[config.mk]
export PLATFORM = sky130hd
export DESIGN_NAME = seq_detect_ctrl
export DESIGN_NICKNAME = d
export VERILOG_FILES = /design/src/rtl/seq_det_pkg.sv /design/src/rtl/seq_match_window.sv /design/src/rtl/seq_detect_ctrl.sv
export SDC_FILE = /design/constraint.sdc
export NUM_CORES = 1
export LEC_CHECK = 0
export CORE_ASPECT_RATIO = 0.6
export CORE_MARGIN = 2
export CORE_UTILIZATION = 51
export CTS_CLUSTER_SIZE = 40
export DETAILED_ROUTE_END_ITERATION = 6
export PLACE_DENSITY = 0.79
export SLEW_MARGIN = 5
export SYNTH_ARGS = -nofsm -noshare
export SYNTH_HDL_FRONTEND = slang
export SYNTH_SLANG_ARGS = --single-unit
[constraint.sdc]
create_clock -name clk -period 2.8 [get_ports clk]
set_clock_uncertainty 0.2 [all_clocks]
set_input_delay 0.84 -clock clk [delete_from_list [all_inputs] [get_ports clk]]
set_output_delay 0.84 -clock clk [all_outputs]
set_load 0.02 [all_outputs]
[src/rtl/seq_det_pkg.sv]
// Shared types and defaults for the 3-bit symbol sequence detector.
package seq_det_pkg;
  localparam int DEF_SYM_W   = 3;
  localparam int DEF_SEQ_LEN = 8;
  localparam int DEF_CNT_W   = 16;

  typedef enum logic [1:0] {
    ST_IDLE  = 2'd0,
    ST_ARMED = 2'd1,
    ST_DONE  = 2'd2
  } state_e;

  // Slot 0 (oldest symbol) sits in the least significant bits.
  localparam logic [DEF_SEQ_LEN*DEF_SYM_W-1:0] DEFAULT_PATTERN =
    {3'b101, 3'b011, 3'b110, 3'b110, 3'b000, 3'b110, 3'b101, 3'b001};
endpackage

[src/rtl/seq_match_window.sv]
// Symbol shift window with saturating fill count and full-width pattern compare.
module seq_match_window #(
  parameter int SYM_W   = 3,
  parameter int SEQ_LEN = 8
) (
  input  logic                            clk,
  input  logic                            reset,
  input  logic                            shift_en,
  input  logic                            clear,
  input  logic [SYM_W-1:0]                sym_in,
  input  logic [SEQ_LEN-1:0][SYM_W-1:0]   pattern,
  output logic                            hit
);
  localparam int FW = $clog2(SEQ_LEN + 1);

  logic [SEQ_LEN-1:0][SYM_W-1:0] win_q, win_d;
  logic [FW-1:0]                 fill_q, fill_d, fill_inc;

  always_comb begin
    win_d    = win_q;
    fill_inc = fill_q;
    if (shift_en) begin
      win_d    = {sym_in, win_q[SEQ_LEN-1:1]};
      fill_inc = (fill_q == FW'(SEQ_LEN)) ? fill_q : fill_q + 1'b1;
    end
  end

  // Hit is judged on the post-shift window so the pulse can register on this edge.
  assign hit    = shift_en && (fill_inc == FW'(SEQ_LEN)) && (win_d == pattern);
  assign fill_d = clear ? '0 : fill_inc;

  always_ff @(posedge clk) begin
    if (reset) begin
      win_q  <= '0;
      fill_q <= '0;
    end else begin
      win_q  <= win_d;
      fill_q <= fill_d;
    end
  end
endmodule

[src/rtl/seq_detect_ctrl.sv]
// Arm/disarm controller, match counter and symbol handshake around seq_match_window.
module seq_detect_ctrl
  import seq_det_pkg::*;
#(
  parameter int SYM_W   = DEF_SYM_W,
  parameter int SEQ_LEN = DEF_SEQ_LEN,
  parameter int CNT_W   = DEF_CNT_W
) (
  input  logic                       clk,
  input  logic                       reset,
  input  logic                       cfg_we,
  input  logic [$clog2(SEQ_LEN)-1:0] cfg_addr,
  input  logic [SYM_W-1:0]           cfg_data,
  input  logic                       start,
  input  logic                       overlap,
  input  logic [CNT_W-1:0]           target_count,
  input  logic                       abort,
  input  logic                       in_valid,
  input  logic [SYM_W-1:0]           in_data,
  output logic                       in_ready,
  output logic                       sequence_found,
  output logic [CNT_W-1:0]           match_count,
  output logic                       busy,
  output logic                       done
);
  state_e                        state_q, state_d;
  logic [SEQ_LEN-1:0][SYM_W-1:0] pat_q, pat_d;
  logic [CNT_W-1:0]              cnt_q, cnt_d, cnt_inc, tgt_q, tgt_d;
  logic                          ovl_q, ovl_d, found_q, found_d;
  logic                          accept, arm, hit, clr;

  // abort drops a same-cycle symbol, so it gates the shift directly.
  assign accept  = (state_q == ST_ARMED) && in_valid && !abort;
  assign arm     = start && ((state_q == ST_IDLE) || ((state_q == ST_DONE) && !abort));
  assign clr     = arm || (hit && !ovl_q);
  assign cnt_inc = (&cnt_q) ? cnt_q : cnt_q + 1'b1;

  seq_match_window #(.SYM_W(SYM_W), .SEQ_LEN(SEQ_LEN)) u_win (
    .clk      (clk),
    .reset    (reset),
    .shift_en (accept),
    .clear    (clr),
    .sym_in   (in_data),
    .pattern  (pat_q),
    .hit      (hit)
  );

  always_comb begin
    state_d = state_q;
    pat_d   = pat_q;
    cnt_d   = cnt_q;
    tgt_d   = tgt_q;
    ovl_d   = ovl_q;
    found_d = 1'b0;
    case (state_q)
      ST_IDLE: begin
        if (cfg_we) pat_d[cfg_addr] = cfg_data;
      end
      ST_ARMED: begin
        if (abort) begin
          state_d = ST_IDLE;
        end else if (accept && hit) begin
          found_d = 1'b1;
          cnt_d   = cnt_inc;
          if ((tgt_q != '0) && (cnt_inc == tgt_q)) state_d = ST_DONE;
        end
      end
      ST_DONE: begin
        if (abort) state_d = ST_IDLE;
      end
      default: state_d = ST_IDLE;
    endcase
    if (arm) begin
      state_d = ST_ARMED;
      tgt_d   = target_count;
      ovl_d   = overlap;
      cnt_d   = '0;
    end
  end

  always_ff @(posedge clk) begin
    if (reset) begin
      state_q <= ST_IDLE;
      pat_q   <= '0;
      cnt_q   <= '0;
      tgt_q   <= '0;
      ovl_q   <= 1'b0;
      found_q <= 1'b0;
    end else begin
      state_q <= state_d;
      pat_q   <= pat_d;
      cnt_q   <= cnt_d;
      tgt_q   <= tgt_d;
      ovl_q   <= ovl_d;
      found_q <= found_d;
    end
  end

  assign in_ready       = (state_q == ST_ARMED);
  assign busy           = (state_q == ST_ARMED);
  assign done           = (state_q == ST_DONE);
  assign sequence_found = found_q;
  assign match_count    = cnt_q;
endmodule

==> key figures, run 1 <==
Status
  • Outcome: complete, but fails checks
  • Failing checks: setup timing

Place
  • Final Wtd Congestion: 0.965
  • DP Wirelength: 10700 microns
  • Placed cell area: 5640 sq um
  • DP Cell Count: 765
  • Port Buffers: 51

Finish
  • Most common cell after layout, fill and taps aside: nand2_1
  • Commonest cells after routing, fill and taps aside: 101 x nand2_1, 85 x dfxtp_1, 64 x buf_4
  • FILL cells: 590
  • Area growth from synthesis to layout: 36.4%
  • Antenna Cells: 0
  • Fraction of layout instances using a drive strength above 1: 0.201
  • Final instance area: 6360 sq um
  • Final core occ: 0.732
  • Final cell count without fillers: 797
  • Fin nets: 717

Routing
  • Max Used Layer: met4
  • DRT Pass-1 Iters: 6
  • Drc violations: 0
  • Met2 WL: 6340 microns
  • Detailed Route WL: 15300 microns
  • Routed met1 length: 6870 microns
  • Detail Route Antenna Nets: 0
  • Wire length per cell: 19.2 microns
  • Vias per inst: 6.11
  • DR vias: 4871
  • Initial DRC count: 750
  • Routed wl met3: 1910 microns

Critical path
  • Startpoint types: input pin
  • Crit. End Element: flip-flop
  • Worst endpoint required time: 2.84 ns
  • Critical-path maximum fanout: 6
  • Most frequent CP cell: buf_4
  • Crit-path slowest cell: a2111oi_4
  • Worst stage delay on the critical path: 0.38 ns
  • CP Cell Sequence: buf_6 -> nand4bb_4 -> buf_4 -> mux2i_4 -> xnor2_2 -> a2111oi_4 -> buf_4 -> nand4_4 -> nor2_4 -> nand4_1 -> and2_1
  • Setup CP Type: input pin to flip-flop
  • R2r startpoint: match_count[4]$_SDFFE_PP0P_
  • Crit path launch: abort
  • CP Data Arrival Time: 3.09 ns

Timing
  • Final WS setup: -0.249 ns
  • RSZ-0062 raised after global routing: yes
  • F_max: 0.328 GHz
  • Final Hold Viols: 0
  • Slew headroom: 0.629
  • Period utilization: 1.09
  • Max Slew Vio Count: 0
  • Final setup vio count: 22
  • Worst Tran Pin Value: 0.555 ns
  • Min cycle time layout: 3.05 ns

CTS
  • Clk slew on worst S/H paths: 0.06 ns
  • CTS tree: yes
  • Skew-Pair Late Insertion Delay: 0.34 ns
  • CTS Buf Count: 9
  • Clock sink count: 87
  • Clk root buf: clkbuf_16
  • CTS Hold Buffers Added: 0
  • CTS max path bufs: 2
  • H-tree levels: 3

Power
  • VDD IR max: 0.575 mV
  • Net Switching: 666 uW
  • Internal power: 2.17 mW
  • Clock power share: 0.440
  • Switch share: 0.235
  • Leakage power: 2.42 nW
  • Logic gate share of total power: 0.102
  • Flop pwr share: 0.457
  • Power density over the cells: 446 nW/um^2

Synth
  • Area share of the largest cell type after synthesis: 0.374
  • Post-synth EDFFs: 0
  • Post-Syn Area: 4660 sq um
  • Top area cells in the synthesized netlist: dfxtp_1 37%, nand2_1 8.1%, a21oi_1 6.9%
  • Asr flop ratio synth: 0
  • Post-Synthesis Cells: 582
  • Yosys warns: 0
  • Post-synthesis register bit count: 87
  • Post-synthesis cell type count: 71
  • Cell taking the most area after synthesis: dfxtp_1
  • Post-Syn Area per Cell: 8.01 sq um
  • Post-Syn Nets: 617
  • Sequential element share of the synthesized area: 0.374
  • Ys flop type: dfxtp_1

Floorplanning
  • Die width: 127 microns
  • Row count: 26
  • Num ports: 52
  • Core footprint: 8690 sq um
  • Initial core utilization: 0.537
  • Die area: 9950 sq um
  • Chip Height: 78.1 microns

GRT
  • Number of global-route vias before repair: 4516
  • Aggregate global-route resource usage: 0.309
  • Gr ovfl total: 0
  • Largest net degree at the start of global routing: 50
  • Initial antenna violation count: 0
  • Global-route wire length before repair: 23600 microns

Min path
  • Hold WC Path Type: flip-flop to flip-flop
  • Worst hold start: u_win.win_q[14]$_SDFF_PP0_

Flow run
  • Max cap viols: 0
flip-flops by register name, summed over array words and instances (netlist names):
signal and flops:
match_count 16, ovl_q 1, pat_q 24, sequence_found 1, state_q 2, tgt_q 16, u_win.fill_q 4, u_win.win_q 23
synthesized netlist by cell type, drive strengths merged, types with 4 or more instances:
cell,number
xor2,20
and3,8
nor3b,6
clkbuf,27
nand4,8
nor4,9
nor2b,5
mux2i,22
dfxtp,87
nand3,26
a21oi,64
xnor2,22
buf,10
nor3,14
a211oi,4
o21ai,16
or3,4
o221ai,4
nand2,101
inv,16
nor2,45
nand2b,7
area by class of cell:
class / count / area [sq um] / area share
Multi-Input combinational cell: 442 / 2950 / 0.464
Clock inverter: 4 / 72.6 / 0.0114
Inverter: 16 / 60.1 / 0.00945
Tap cell: 112 / 140 / 0.0220
Timing Repair Buffer: 126 / 1160 / 0.182
Clock buffer: 10 / 229 / 0.0360
Sequential cell: 87 / 1740 / 0.274
worst max-delay path: cells and delay by family:
kind	cells	cell delay, ns
AOI/OAI and AO/OA	1	0.38
xor gates and xnor gates	1	0.18
buffers and inverters	3	0.44
muxes	1	0.19
and+or+nand+nor	5	1.04
power groups by stage:
stage                     Combinational [mW]  Clock (mW)  Sequential, mW
after floorplan                        0.152           0            1.31
after global placement                 0.248           0            1.32
after detailed placement               0.254           0            1.32
after CTS                              0.276        1.25            1.29
after global routing                   0.309        1.31            1.30
final                                  0.290        1.25            1.30
routing by layer:
layer	vias up	global-route usage
met4	0	0.0978
li1	2245	-
met1	2315	0.450
met5	-	0
met2	284	0.437
met3	27	0.0893
final timing paths:
path / endpoint / cells after the start / slack [ns]
worst max register to register: state_q[0]$_SDFFE_PP0P_ / 8 / -0.18
worst min register to register: u_win.win_q[11]$_SDFF_PP0_ / 2 / 0.28
worst max-delay path: state_q[0]$_SDFFE_PP0P_ / 11 / -0.25
worst min-delay path: u_win.win_q[11]$_SDFF_PP0_ / 2 / 0.28
metrics by stage:
| stage | hold WS, ns | TNS, ns | power (mW) | worst slack (ns) |
|---|---|---|---|---|
| 6_report | 0.284 | -2.30 | 2.84 | -0.249 |
| 5_1_grt | 0.292 | -3.62 | 2.92 | -0.278 |
| 4_1_cts | 0.284 | -1.26 | 2.82 | -0.150 |
| 3_5_place_dp | 0.273 | -18.93 | 1.58 | -0.932 |
| 3_3_place_gp | 0.254 | -17.38 | 1.57 | -0.894 |
| 2_1_floorplan | 0.233 | -0.662 | 1.46 | -0.114 |
timing repair:
item / 4_1_cts / 5_1_grt
endpoints found under the setup margin: 25 / 25
pin swaps: 25 / 12
buffers inserted: 11 / 5
resized for setup: 41 / 13
cloned: 2 / 0
kinds of logic (layout without fill, tap and decap cells):
family                     Yosys count  after routing  share of synthesized area
AOI/OAI and AO/OA                  118            118                      0.159
xor gates and xnor gates            42             42                     0.0789
adders and majority gates            3              3                    0.00805
buffers and inverters               53            156                     0.0499
DFF                                 87             87                      0.374
muxes                               24             24                     0.0529
and+or+nand+nor                    255            255                      0.278
Power figures use the tool's default switching activity.
==> run 2: changes to the inputs <==
CORE_MARGIN = 5   (was 2)
CTS_CLUSTER_SIZE = 16   (was 40)
SYNTH_HIERARCHICAL = 1   (was unset)
==> run 2 against run 1 <==
Compared with the run above: the flow still finishes with violations (setup timing); final cell count shrank 6.0%; via count shrank 4.2%; clock power grew 8%; synthesized area grew 1.6%; design area grew 0.18%; sequential share of layout area grew 0.23 points; maximum frequency shrank 23%; critical path type unchanged; critical endpoint unchanged; highest routed layer unchanged.
==> key figures, run 2 <==
Floorplanning
  • Core footprint: 9120 sq um (+5.0%)
  • Row count: 27 (+3.8%)
  • Initial core utilization: 0.519 (-0.0177)
  • Num ports: 52 (unchanged)
  • Die area: 11400 sq um (+14%)
  • Chip Height: 84.6 microns (+8.4%)
  • Die width: 134 microns (+5.5%)

GRT
  • Initial antenna violation count: 0 (unchanged)
  • Global-route wire length before repair: 23300 microns (-1.3%)
  • Number of global-route vias before repair: 4293 (-4.9%)
  • Aggregate global-route resource usage: 0.260 (-0.0484)
  • M3 GR Usage: 0.0725 (-0.0168)
  • Largest net degree at the start of global routing: 72 (+44%)
  • M2 GR Usage: 0.368 (-0.0696)
  • Met1 global-route usage: 0.379 (-0.0715)
  • Gr ovfl total: 0 (unchanged)
  • Most used routing layer: met1

CTS
  • CTS tree: yes
  • Clk slew on worst S/H paths: 0.06 ns (about the same)
  • Clock sink count: 88 (+1.1%)
  • CTS Buf Count: 9 (unchanged)
  • Skew-Pair Late Insertion Delay: 0.35 ns (about the same)
  • Clk root buf: clkbuf_16
  • CTS Hold Buffers Added: 0 (unchanged)
  • H-tree levels: 3 (unchanged)
  • CTS max path bufs: 2 (unchanged)

Routing
  • Initial DRC count: 673 (-10%)
  • DRT Pass-1 Iters: 7 (+1)
  • Detail Route Antenna Nets: 0 (unchanged)
  • Wire length per cell: 21.6 microns (+12%)
  • Detailed Route WL: 16200 microns (+5.5%)
  • Vias per inst: 6.23 (+1.9%)
  • DR vias: 4665 (-4.2%)
  • Drc violations: 0 (unchanged)

Synth
  • Post-Syn Area: 4730 sq um (+1.6%)
  • Asr flop ratio synth: 0 (unchanged)
  • Post-synth EDFFs: 0 (unchanged)
  • Most numerous cell in the Yosys netlist: dfxtp_1
  • Mux contribution to synthesized area: 0.138 (+0.0856)
  • Synth cell count leaders: 88 x dfxtp_1, 84 x nor2_1, 63 x mux2i_1
  • Post-Syn Nets: 575 (-6.8%)
  • Main combinational cell family by area after synthesis: simple AND/OR/NAND/NOR gates
  • Post-synthesis xor/xnor area fraction: 0.109 (+0.0302)
  • Ys flop type: dfxtp_1
  • Post-Synthesis Cells: 540 (-7.2%)
  • Adder-Cell Fraction of Synth Area: 0.00793 (-0.000123)
  • Area share of the largest cell type after synthesis: 0.372 (-0.00150)
  • Post-synthesis compound-gate area fraction: 0.0856 (-0.0733)
  • Post-synthesis register bit count: 88 (+1.1%)
  • Post-Syn Area per Cell: 8.77 sq um (+9.5%)
  • Cell taking the most area after synthesis: dfxtp_1
  • Post-synthesis cell type count: 62 (-13%)
  • Sequential element share of the synthesized area: 0.372 (-0.00150)
  • Synth Area in Simple Gates: 0.232 (-0.0455)
  • Yosys warns: 6 (+6)
  • Top area cells in the synthesized netlist: dfxtp_1 37%, mux2i_1 13%, xnor2_1 7.2%

Critical path
  • Worst R2R End: state_q[0]$_SDFFE_PP0P_
  • CP Data Arrival Time: 4.02 ns (+0.93 ns)
  • Critical-path maximum fanout: 12 (+6)
  • Crit. End Element: flip-flop
  • Reg2reg setup slack: -0.97 ns (-0.79 ns)
  • R2r startpoint: state_q[1]$_SDFFE_PP0P_
  • Setup CP Type: input pin to flip-flop
  • Reg2Reg Depth: 13 (+5)
  • Startpoint types: input pin
  • Worst endpoint required time: 2.84 ns (about the same)

Timing
  • Period utilization: 1.42 (+0.332)
  • F_max: 0.251 GHz (-23%)
  • Final Hold Viols: 0 (unchanged)
  • Max Slew Vio Count: 0 (unchanged)
  • RSZ-0062 raised after global routing: yes
  • Final WS setup: -1.18 ns (-0.931 ns)
  • Final setup vio count: 23 (+4.5%)
  • Worst Hold Slack: 0.275 ns (-0.00984 ns)
  • Worst Tran Pin Value: 0.665 ns (+0.110 ns)
  • Min cycle time layout: 3.98 ns (+0.931 ns)
  • Slew headroom: 0.553 (-0.0760)

Finish
  • FILL cells: 619 (+4.9%)
  • Commonest cells after routing, fill and taps aside: 88 x dfxtp_1, 80 x nor2_1, 54 x mux2i_1
  • Final instance area: 6370 sq um (+0.18%)
  • Most common cell after layout, fill and taps aside: dfxtp_1
  • Antenna Cells: 0 (unchanged)
  • Final cell count without fillers: 749 (-6.0%)
  • Top Registers: pat_q x24, u_win/win_q x24
  • Area growth from synthesis to layout: 34.5%
  • Fraction of layout instances using a drive strength above 1: 0.220 (+0.0181)
  • Fin nets: 663 (-7.5%)

Power
  • VDD IR max: 0.408 mV (-29%)
  • Power density over the cells: 464 nW/um^2 (+3.9%)
  • Leakage power: 2.41 nW (-0.51%)

Place
  • DP Wirelength: 10100 microns (-6.0%)
  • DP Cell Count: 721 (-5.8%)
  • Placed cell area: 5610 sq um (-0.51%)
  • Pre-CTS setup slack: -1.56 ns (-0.629 ns)
  • Final Wtd Congestion: 0.971 (+0.57%)
  • Port Buffers: 51 (unchanged)

Min path
  • Worst hold start: pat_q[13]$_SDFFE_PP0P_
  • WHS Path Cells: 2 (unchanged)
  • Hold Path Sink: pat_q[13]$_SDFFE_PP0P_
  • Hold WC Path Type: flip-flop to flip-flop

Status
  • Outcome: complete, but fails checks
  • Failing checks: setup timing

Flow run
  • Max cap viols: 0 (unchanged)
[run 2: cell types whose count changed after synthesis, sizes merged, moves of 4 or more]
cell    previous run  this run
nand2            101        40
a21oi             64        21
mux2i             22        64
nor2              45        85
xnor2             22        39
buf               10        20
clkbuf            27        18
inv               16         7
o21ai             16         9
a31oi              2         7
nand2b             7         2
nor3b              6         1
o221ai             4         0
[run 2: cell type report]
class / instances / area [sq um] / area share
Sequential cell: 88 / 1760 / 0.277
Clock inverter: 2 / 60.1 / 0.00943
Multi-Input combinational cell: 406 / 3040 / 0.477
Clock buffer: 14 / 274 / 0.0430
Tap cell: 116 / 145 / 0.0228
Inverter: 8 / 30.0 / 0.00472
Timing Repair Buffer: 115 / 1060 / 0.166
[run 2: metal layers]
layer | up-vias | part of all wire
met5 | - | 0
li1 | 2055 | -
met4 | 0 | 0.032
met1 | 2228 | 0.43
met3 | 66 | 0.11
met2 | 316 | 0.42
[run 2: logic make-up (layout without fill, tap and decap cells)]
kind of cell	Yosys count	after routing
and+or+nand+nor	218	218
DFF	88	88
muxes	65	65
AOI/OAI and AO/OA	61	61
xor gates and xnor gates	59	59
buffers and inverters	46	139
adders and majority gates	3	3
[run 2: per-stage QoR]
step | util | total power, mW | TNS, ns
final | 0.698 | 2.95 | -16.72
after detailed placement | 0.615 | 1.60 | -31.00
after floorplan | - | 1.48 | -10.46
after CTS | 0.679 | 2.93 | -12.50
after global routing | 0.698 | 3.03 | -19.03
after global placement | 0.615 | 1.59 | -27.23
[run 2: worst max-delay path by stage]
| stage | from | to | slack [ns] | cells after the start |
|---|---|---|---|---|
| 2_1_floorplan | abort | state_q[0]$_SDFFE_PP0P_ | -0.78 | 14 |
| 4_1_cts | abort | state_q[0]$_SDFFE_PP0P_ | -0.85 | 14 |
| 6_report | abort | state_q[0]$_SDFFE_PP0P_ | -1.18 | 14 |
| 3_5_place_dp | abort | match_count[5]$_SDFFE_PP0P_ | -1.56 | 14 |
| 5_1_grt | abort | state_q[0]$_SDFFE_PP0P_ | -1.27 | 14 |
| 3_3_place_gp | abort | state_q[0]$_SDFFE_PP0P_ | -1.38 | 14 |
[run 2: report_power, final]
part / switching, mW / total, mW / internal, mW
Clock: 0.489 / 1.35 / 0.856
Sequential: 0.0306 / 1.31 / 1.28
Combinational: 0.158 / 0.301 / 0.143
Total: 0.678 / 2.95 / 2.28
[run 2: repair_timing]
item / in CTS / in global routing
pin swaps: 21 / 20
setup endpoints to repair: 25 / 24
buffers inserted: 9 / 6
resized for setup: 45 / 35
[run 2: worst max-delay path, stage by stage]
cell and delay [ns]:
buf_6 0.09, and4bb_4 0.37, buf_12 0.12, buf_4 0.20, o21ai_1 0.10, a2111oi_1 0.47
o21ai_1 0.22, nor4_4 0.32, nand2_2 0.13, nor2_2 0.13, nand3_2 0.13, nor4_4 0.34
nand4_1 0.21, o31a_1 0.31
==> run 3: changes to the inputs <==
SLEW_MARGIN = 20   (was 5)
==> results of run 3 <==
No change in the layout: final DEF, timing and power equal those of run 2.
